--- src/rtl/acc_sequencer.sv ---
// acc_sequencer: fetch/decode/execute control unit for the 16-bit accumulator
// machine. It is the only master of a single-port RAM with a one-cycle
// registered read. It holds PC, IR and AC and runs LOAD/STORE/ADD/SUB/MUL/DIV
// internally.
module acc_sequencer #(
  parameter logic [10:0] RESET_PC = 11'd0
) (
  input  logic        clk,
  input  logic        reset,
  input  logic [15:0] mem_data_out,
  output logic [15:0] mem_data_in,
  output logic        mem_write,
  output logic        mem_read,
  output logic [10:0] mem_address,
  output logic [15:0] acc,
  output logic [10:0] pc,
  output logic        halted,
  output logic        err,
  output logic        div_zero
);

  typedef enum logic [2:0] {
    S_FETCH,
    S_FLATCH,
    S_DECODE,
    S_ORD,
    S_OLATCH,
    S_STORE,
    S_HALT
  } state_t;

  state_t      state;
  state_t      state_next;
  logic [15:0] ir;
  logic [3:0]  op;
  logic        mem_operand;
  logic [10:0] field;
  logic [15:0] imm;
  logic [15:0] opnd;
  logic        is_alu;
  logic        is_store;
  logic        is_halt;
  logic        is_illegal;
  logic        exec;
  logic [15:0] alu_result;
  logic        alu_div_zero;
  logic signed [15:0] quotient;

  assign op          = ir[15:12];
  assign mem_operand = ir[11];
  assign field       = ir[10:0];
  assign imm         = {{5{ir[10]}}, ir[10:0]};
  assign opnd        = (state == S_OLATCH) ? mem_data_out : imm;

  // Store data always mirrors AC, held at zero while reset is asserted.
  assign mem_data_in = reset ? 16'h0000 : acc;
  assign halted      = (state == S_HALT);

  // Classify the latched instruction; STORE without a memory operand is illegal.
  always_comb begin
    is_alu     = 1'b0;
    is_store   = 1'b0;
    is_halt    = 1'b0;
    is_illegal = 1'b0;
    case (op)
      4'd0:                     is_halt = 1'b1;
      4'd1, 4'd3, 4'd4, 4'd5, 4'd6: is_alu = 1'b1;
      4'd2: begin
        if (mem_operand) is_store = 1'b1;
        else             is_illegal = 1'b1;
      end
      default:                  is_illegal = 1'b1;
    endcase
  end

  // ALU: 16-bit wrapping arithmetic. Divide by -1 is done as negation so that
  // 8000/-1 wraps to 8000 without relying on signed-overflow behaviour.
  always_comb begin
    alu_result   = acc;
    alu_div_zero = 1'b0;
    quotient     = '0;
    case (op)
      4'd1: alu_result = opnd;
      4'd3: alu_result = acc + opnd;
      4'd4: alu_result = acc - opnd;
      4'd5: alu_result = acc * opnd;
      4'd6: begin
        if (opnd == 16'h0000) begin
          alu_div_zero = 1'b1;
        end else if (opnd == 16'hFFFF) begin
          alu_result = 16'h0000 - acc;
        end else begin
          quotient   = $signed(acc) / $signed(opnd);
          alu_result = quotient;
        end
      end
      default: alu_result = acc;
    endcase
  end

  // Next-state and Moore memory strobes; reset forces the bus idle.
  always_comb begin
    state_next  = state;
    mem_read    = 1'b0;
    mem_write   = 1'b0;
    mem_address = 11'd0;
    exec        = 1'b0;
    case (state)
      S_FETCH: begin
        mem_read    = 1'b1;
        mem_address = pc;
        state_next  = S_FLATCH;
      end
      S_FLATCH: state_next = S_DECODE;
      S_DECODE: begin
        if (is_halt || is_illegal) begin
          state_next = S_HALT;
        end else if (is_store) begin
          state_next = S_STORE;
        end else if (is_alu && mem_operand) begin
          state_next = S_ORD;
        end else begin
          exec       = 1'b1;
          state_next = S_FETCH;
        end
      end
      S_ORD: begin
        mem_read    = 1'b1;
        mem_address = field;
        state_next  = S_OLATCH;
      end
      S_OLATCH: begin
        exec       = 1'b1;
        state_next = S_FETCH;
      end
      S_STORE: begin
        mem_write   = 1'b1;
        mem_address = field;
        state_next  = S_FETCH;
      end
      S_HALT:  state_next = S_HALT;
      default: state_next = S_FETCH;
    endcase
    if (reset) begin
      mem_read    = 1'b0;
      mem_write   = 1'b0;
      mem_address = 11'd0;
    end
  end

  // State register.
  always_ff @(posedge clk) begin
    if (reset) state <= S_FETCH;
    else       state <= state_next;
  end

  // Datapath registers: instruction latch, PC increment, execute and sticky flags.
  always_ff @(posedge clk) begin
    if (reset) begin
      pc       <= RESET_PC;
      ir       <= 16'h0000;
      acc      <= 16'h0000;
      err      <= 1'b0;
      div_zero <= 1'b0;
    end else begin
      if (state == S_FLATCH) begin
        ir <= mem_data_out;
        pc <= pc + 11'd1;
      end
      if (exec) begin
        acc <= alu_result;
        if (alu_div_zero) div_zero <= 1'b1;
      end
      if ((state == S_DECODE) && is_illegal) err <= 1'b1;
    end
  end

endmodule

--- config.mk ---
export PLATFORM = sky130hd
export DESIGN_NAME = acc_sequencer
export DESIGN_NICKNAME = d
export VERILOG_FILES = /design/src/rtl/acc_sequencer.sv
export SDC_FILE = /design/constraint.sdc
export NUM_CORES = 1
export LEC_CHECK = 0
export CAP_MARGIN = 20
export CORE_MARGIN = 2
export CORE_UTILIZATION = 50
export CTS_CLUSTER_DIAMETER = 120
export DETAILED_ROUTE_END_ITERATION = 8
export DONT_BUFFER_PORTS = 1
export GPL_TIMING_DRIVEN = 0
export HOLD_SLACK_MARGIN = 0.03
export SLEW_MARGIN = 40
export SYNTH_ARGS = -nofsm -noshare
export SYNTH_HDL_FRONTEND = slang
export SYNTH_SLANG_ARGS = --single-unit
--- constraint.sdc ---
create_clock -name clk -period 47.2 [get_ports clk]
set_input_delay 2.36 -clock clk [delete_from_list [all_inputs] [get_ports clk]]
set_output_delay 2.36 -clock clk [all_outputs]
set_load 0.05 [all_outputs]
==> reports/qor.txt, run 1 <==
Worst reg2reg path depth - 159
Setup Fix Bufs, Post-CTS - 0
Synth warn - 0
RePlAce Congestion - 0.997
Vias - 17500
Dpl cells - 2701
Arrival time worst endpoint - 43760 ps
Compound-Gate Fraction of Synth Area - 24.2%
Final #Nets - 2574
Ys async rst share - 0%
Unrepaired setup endpoints after global routing - no
Dpl hpwl - 52900 µm
Adder-cell share of the synthesized area - 25.3%
Die extent in y - 187 µm
H-tree levels - 2
First-pass iteration count of the detailed router - 6
GRT Total Usage - 36.3%
Setup crit start - mem_data_out[0]
Slew Viols, Final - 0
XOR/XNOR Fraction of Synth Area - 9.63%
Distinct cells, synth - 111
CTS max path bufs - 2
Post-CTS sizing - 0
R2R setup slack - 4050 ps
Final Hold Fails - 0
CP endpoint - acc[12]
CTS Sinks - 48
DRC - 0
DR WL/cell - 23.8 µm
First-pass GRT wire length - 99200 µm
Fin Clk Skew - 15.7 ps
Commonest non-fill, non-tap cell in the layout - nand2_1
Area occupied by multi-input gates - 14800 µm²
Crit Path Max Fanout - 18
Largest family of logic cells by synthesized area - adder cells
Sequential cell area - 962 µm²
Largest net degree at the start of global routing - 19
Antenna diodes - 0
Final period utilization - 92.2%
Starting DRT DRC Count - 1796
IO buf count - 0
Post-synth EDFFs - 0
Mapped Area - 16700 µm²
Synth Flop Type - dfxtp_1
Worst r2r dst - acc[12]
FF+latch count, synth - 48
Root Buffer - clkbuf_16
Max stage delay on crit path - 690 ps
Leading area contributor after synthesis - ha_1
Hold WC Path Type - reg -> reg
Path type of the worst setup path - in -> reg
Reg-to-reg startpoint - state[2]
Total CTS buffers - 5
Critical Path RT - 47420 ps
CP endpoint kind - register
Number of global-route vias before repair - 16700
Die Footprint - 34900 µm²
Max-Cap Viols - 0
Initial Utilization - 51.0%
Core Rows - 66
Share of layout cells above drive strength 1 - 9.08%
Most frequent cells in the layout - nand2_1, ha_1, nor2_1, a21oi_1, inv_1
Vias per inst - 6.47
Worst skew pair latency - 320 ps
Least-Margin Pin Slew - 974 ps
Initial antenna violation count - 0
CTS tree - yes
Grt ovf - 0
Crit path max-delay cell type - nor3_1
Synth Area in Simple Gates - 24.2%
Finished Layout Cells - 2710
Fin Setup TNS - 0 ps
Yosys top cell area share - 15.6%
Die W - 187 µm
Post-DRT Antenna Nets - 0
Gate count after technology mapping - 2252
Hold Worst Slack - 523 ps
Crit path time final - 43540 ps
Fillers - 3283
Io pins - 77
Syn-to-layout area delta - 6.03%
Final setup fails - 0
Mux share of post-synthesis cell area - 4.51%
Post-synthesis sequential area ratio - 5.76%
Syn Area/Cell - 7.41 µm²
Fmax - 23.0 MHz
Status - completed
Setup crit start kind - input pin
Final wirelength - 64600 µm
Area contributors post-synth - ha_1, fa_1, xnor2_1
Slew headroom - 34.7%
Hold buffers post-CTS - 0
Post-Syn Nets - 2559
Core area - 32700 µm²
Clk pin slew, worst setup/hold paths - 70 ps
==> layer usage <==
metal	up-vias	track usage, %	share of wire (%)
li1	8111	-	-
met1	8393	52.2	45
met2	920	52.7	41
met3	121	10.1	11
met4	0	10.5	3.2
met5	-	0	0
==> cell type report <==
class / instances / share of cell area [%]
clock buffers: 6 / 0.785
repair buffers: 8 / 0.438
inverters: 161 / 3.42
flip-flops and latches: 48 / 5.44
clock inverters: 2 / 0.219
multi-input cells: 1938 / 83.9
well taps: 442 / 3.13
plain buffers: 105 / 2.67
==> metrics by stage <==
step / utilization, % / setup slack (ps) / area (µm²)
2_1_floorplan: - / 12970 / 16700
3_3_place_gp: 52.7 / 3530 / 17200
3_5_place_dp: 53.4 / 4620 / 17500
4_1_cts: 53.9 / 4820 / 17600
5_1_grt: 54.1 / 1060 / 17700
6_report: 54.1 / 3660 / 17700
==> cells in the mapped netlist (16+ instances only) <==
| library cell | n |
|---|---|
| nand2_1 | 248 |
| ha_1 | 208 |
| nor2_1 | 187 |
| a21oi_1 | 161 |
| inv_1 | 157 |
| xnor2_1 | 123 |
| fa_1 | 81 |
| clkbuf_1 | 76 |
| o21ai_0 | 75 |
| nor3_1 | 64 |
| xor2_1 | 58 |
| dfxtp_1 | 48 |
| and2_1 | 47 |
| nand3_1 | 42 |
| nor2b_1 | 42 |
| o21a_1 | 40 |
| a21o_1 | 38 |
| mux2_2 | 34 |
| or3_1 | 31 |
| a31oi_1 | 30 |
| nand2b_1 | 26 |
| o211ai_1 | 26 |
| mux2i_1 | 23 |
| or2_2 | 22 |
| a211oi_1 | 21 |
| nand4_1 | 19 |
| and3_1 | 17 |
| nor4_1 | 17 |
| a22oi_1 | 16 |
| buf_2 | 16 |
| o21bai_1 | 16 |
==> worst min path at each step <==
stage           from     to  cells after the start
2_1_floorplan  ir[1]  ir[1]                      2
3_3_place_gp   ir[1]  ir[1]                      2
3_5_place_dp   ir[1]  ir[1]                      2
4_1_cts        ir[1]  ir[1]                      2
5_1_grt        ir[0]  ir[0]                      2
6_report       ir[1]  ir[1]                      2
==> cell families after synthesis <==
| kind of cell | count (synthesis) |
|---|---|
| buf+inv | 266 |
| xor+xnor | 182 |
| simple gates | 815 |
| mux | 66 |
| flops | 48 |
| compound gates | 586 |
| fa+ha+maj | 289 |
==> registers in the layout (all words and copies together) (netlist names) <==
signal,flops
acc,16
div_zero,1
err,1
ir,16
pc,11
state,3
==> worst max-delay path: cells and delay by family <==
kind	cells	cell delay, ps
and+or+nand+nor	39	9720
xor gates and xnor gates	1	360
muxes	4	940
AOI/OAI and AO/OA	74	19100
buffers and inverters	19	6260
adders and majority gates	17	4930
Power of run 1 is not shown: default switching activity piles up to over one toggle a cycle in this logic, so the estimate is an artifact.
==> inputs of run 2 (changes only) <==
--- a/config.mk
+++ b/config.mk
@@ -5,9 +5,9 @@
 export SDC_FILE = /design/constraint.sdc
 export NUM_CORES = 1
 export LEC_CHECK = 0
-export CAP_MARGIN = 20
 export CORE_MARGIN = 2
 export CORE_UTILIZATION = 50
+export CTS_BUF_LIST = sky130_fd_sc_hd__clkbuf_8
 export CTS_CLUSTER_DIAMETER = 120
 export DETAILED_ROUTE_END_ITERATION = 8
 export DONT_BUFFER_PORTS = 1
==> reports/qor.txt, run 2 (synthesized netlist as in run 1, its figures left out) <==
Post-DRT Antenna Nets - 0 (unchanged)
Most frequent cells in the layout - nand2_1, ha_1, nor2_1, a21oi_1, inv_1 (unchanged)
Die Footprint - 34900 µm² (unchanged)
Share of layout cells above drive strength 1 - 8.87% (was 9.08%)
Vias per inst - 6.46 (was 6.47)
DRC - 0 (unchanged)
Fin Setup TNS - 0 ps (unchanged)
Final #Nets - 2573 (was 2574)
M1 GR Usage - 52.4% (was 52.2%)
Final setup fails - 0 (unchanged)
Final period utilization - 91.6% (was 92.2%)
RePlAce Congestion - 0.997 (unchanged)
Arrival time worst endpoint - 43510 ps (was 43760 ps)
DR WL/cell - 24.0 µm (was 23.8 µm)
Setup crit start kind - input pin (unchanged)
IO buf count - 0 (unchanged)
Crit path max-delay cell type - nor3_1 (unchanged)
CTS max path bufs - 2 (unchanged)
Final Hold Fails - 0 (unchanged)
CTS tree - yes (unchanged)
Core Rows - 66 (unchanged)
Initial antenna violation count - 0 (unchanged)
Fmax - 23.1 MHz (was 23.0 MHz)
Least-Margin Pin Slew - 901 ps (was 974 ps)
Hold WC Path Type - reg -> reg (unchanged)
Critical Path RT - 47470 ps (was 47420 ps)
CP endpoint kind - register (unchanged)
Die W - 187 µm (unchanged)
Status - completed (unchanged)
Io pins - 77 (unchanged)
Crit path time final - 43240 ps (was 43540 ps)
Initial Utilization - 51.0% (unchanged)
Die extent in y - 187 µm (unchanged)
Path type of the worst setup path - in -> reg (unchanged)
Core area - 32700 µm² (unchanged)
Max stage delay on crit path - 660 ps (was 690 ps)
Unrepaired setup endpoints after global routing - no (unchanged)
Met3 usage - 9.89% (was 10.1%)
Hold buffers post-CTS - 0 (unchanged)
Top Registers - acc x16, ir x16, pc x11 (unchanged)
Starting DRT DRC Count - 1871 (was 1796)
Fin Clk Skew - 25.9 ps (was 15.7 ps)
Met2 Usage GRT - 52.9% (was 52.7%)
Setup Fix Bufs, Post-CTS - 0 (unchanged)
H-tree levels - 2 (unchanged)
Fillers - 3320 (was 3283)
Grt peak-use layer - met2 (unchanged)
Crit Path Max Fanout - 18 (unchanged)
Largest net degree at the start of global routing - 19 (unchanged)
First-pass iteration count of the detailed router - 6 (unchanged)
Slew Viols, Final - 0 (unchanged)
Root Buffer - clkbuf_8 (was clkbuf_16)
Commonest non-fill, non-tap cell in the layout - nand2_1 (unchanged)
Max-Cap Viols - 0 (unchanged)
Final wirelength - 65000 µm (was 64600 µm)
CTS Sinks - 48 (unchanged)
Vias - 17500 (about the same)
First-pass GRT wire length - 98900 µm (was 99200 µm)
Slew headroom - 38.2% (was 34.7%)
Antenna diodes - 0 (unchanged)
Total CTS buffers - 5 (unchanged)
GRT Total Usage - 36.4% (was 36.3%)
Worst skew pair latency - 370 ps (was 320 ps)
Syn-to-layout area delta - 5.58% (was 6.03%)
Grt ovf - 0 (unchanged)
Clk pin slew, worst setup/hold paths - 100 ps (was 70 ps)
Post-CTS sizing - 0 (unchanged)
Dpl hpwl - 53000 µm (was 52900 µm)
Number of global-route vias before repair - 16600 (was 16700)
-- run 2: path summary, 6_finish.rpt --
path	cells after the start	to	slack (ps)	from
max reg2reg	159	acc[12]	4230	state[2]
min	2	ir[1]	530	ir[1]
max	154	acc[12]	3960	mem_data_out[0]
min reg2reg	2	ir[1]	530	ir[1]
-- run 2: final cells by class --
class | instances | area, µm² | share of cell area (%)
multi-input cells | 1938 | 14800 | 84.2
flip-flops and latches | 48 | 962 | 5.46
inverters | 161 | 604 | 3.43
well taps | 442 | 553 | 3.14
plain buffers | 105 | 470 | 2.67
clock buffers | 6 | 82.6 | 0.469
repair buffers | 7 | 70.1 | 0.398
clock inverters | 2 | 38.8 | 0.220
-- run 2: worst max-delay path, delay by kind of cell --
family	cells	cell delay, ps
xor gates and xnor gates	1	340
muxes	4	940
AOI/OAI and AO/OA	74	18810
adders and majority gates	17	4900
buffers and inverters	19	6280
and+or+nand+nor	39	9750
-- run 2: routing by layer --
layer / up-vias / wire length [µm] / part of all wire (%)
met5: - / 0 / 0
met4: 0 / 1880 / 2.9
met3: 120 / 7270 / 11
met2: 909 / 26300 / 41
met1: 8391 / 29500 / 45
li1: 8085 / - / -
-- run 2: stage by stage --
stage | cells | instance area (µm²) | utilization [%] | hold WS (ps) | setup WS (ps)
floorplan | 2252 | 16700 | - | 460 | 12970
global placement | 2694 | 17200 | 52.7 | 504 | 3530
detailed placement | 2701 | 17500 | 53.4 | 507 | 4630
CTS | 2709 | 17600 | 53.8 | 521 | 4870
global route | 2709 | 17600 | 53.9 | 564 | 1020
finish | 2709 | 17600 | 53.9 | 533 | 3960
Power of run 2 is left out for the same reason.
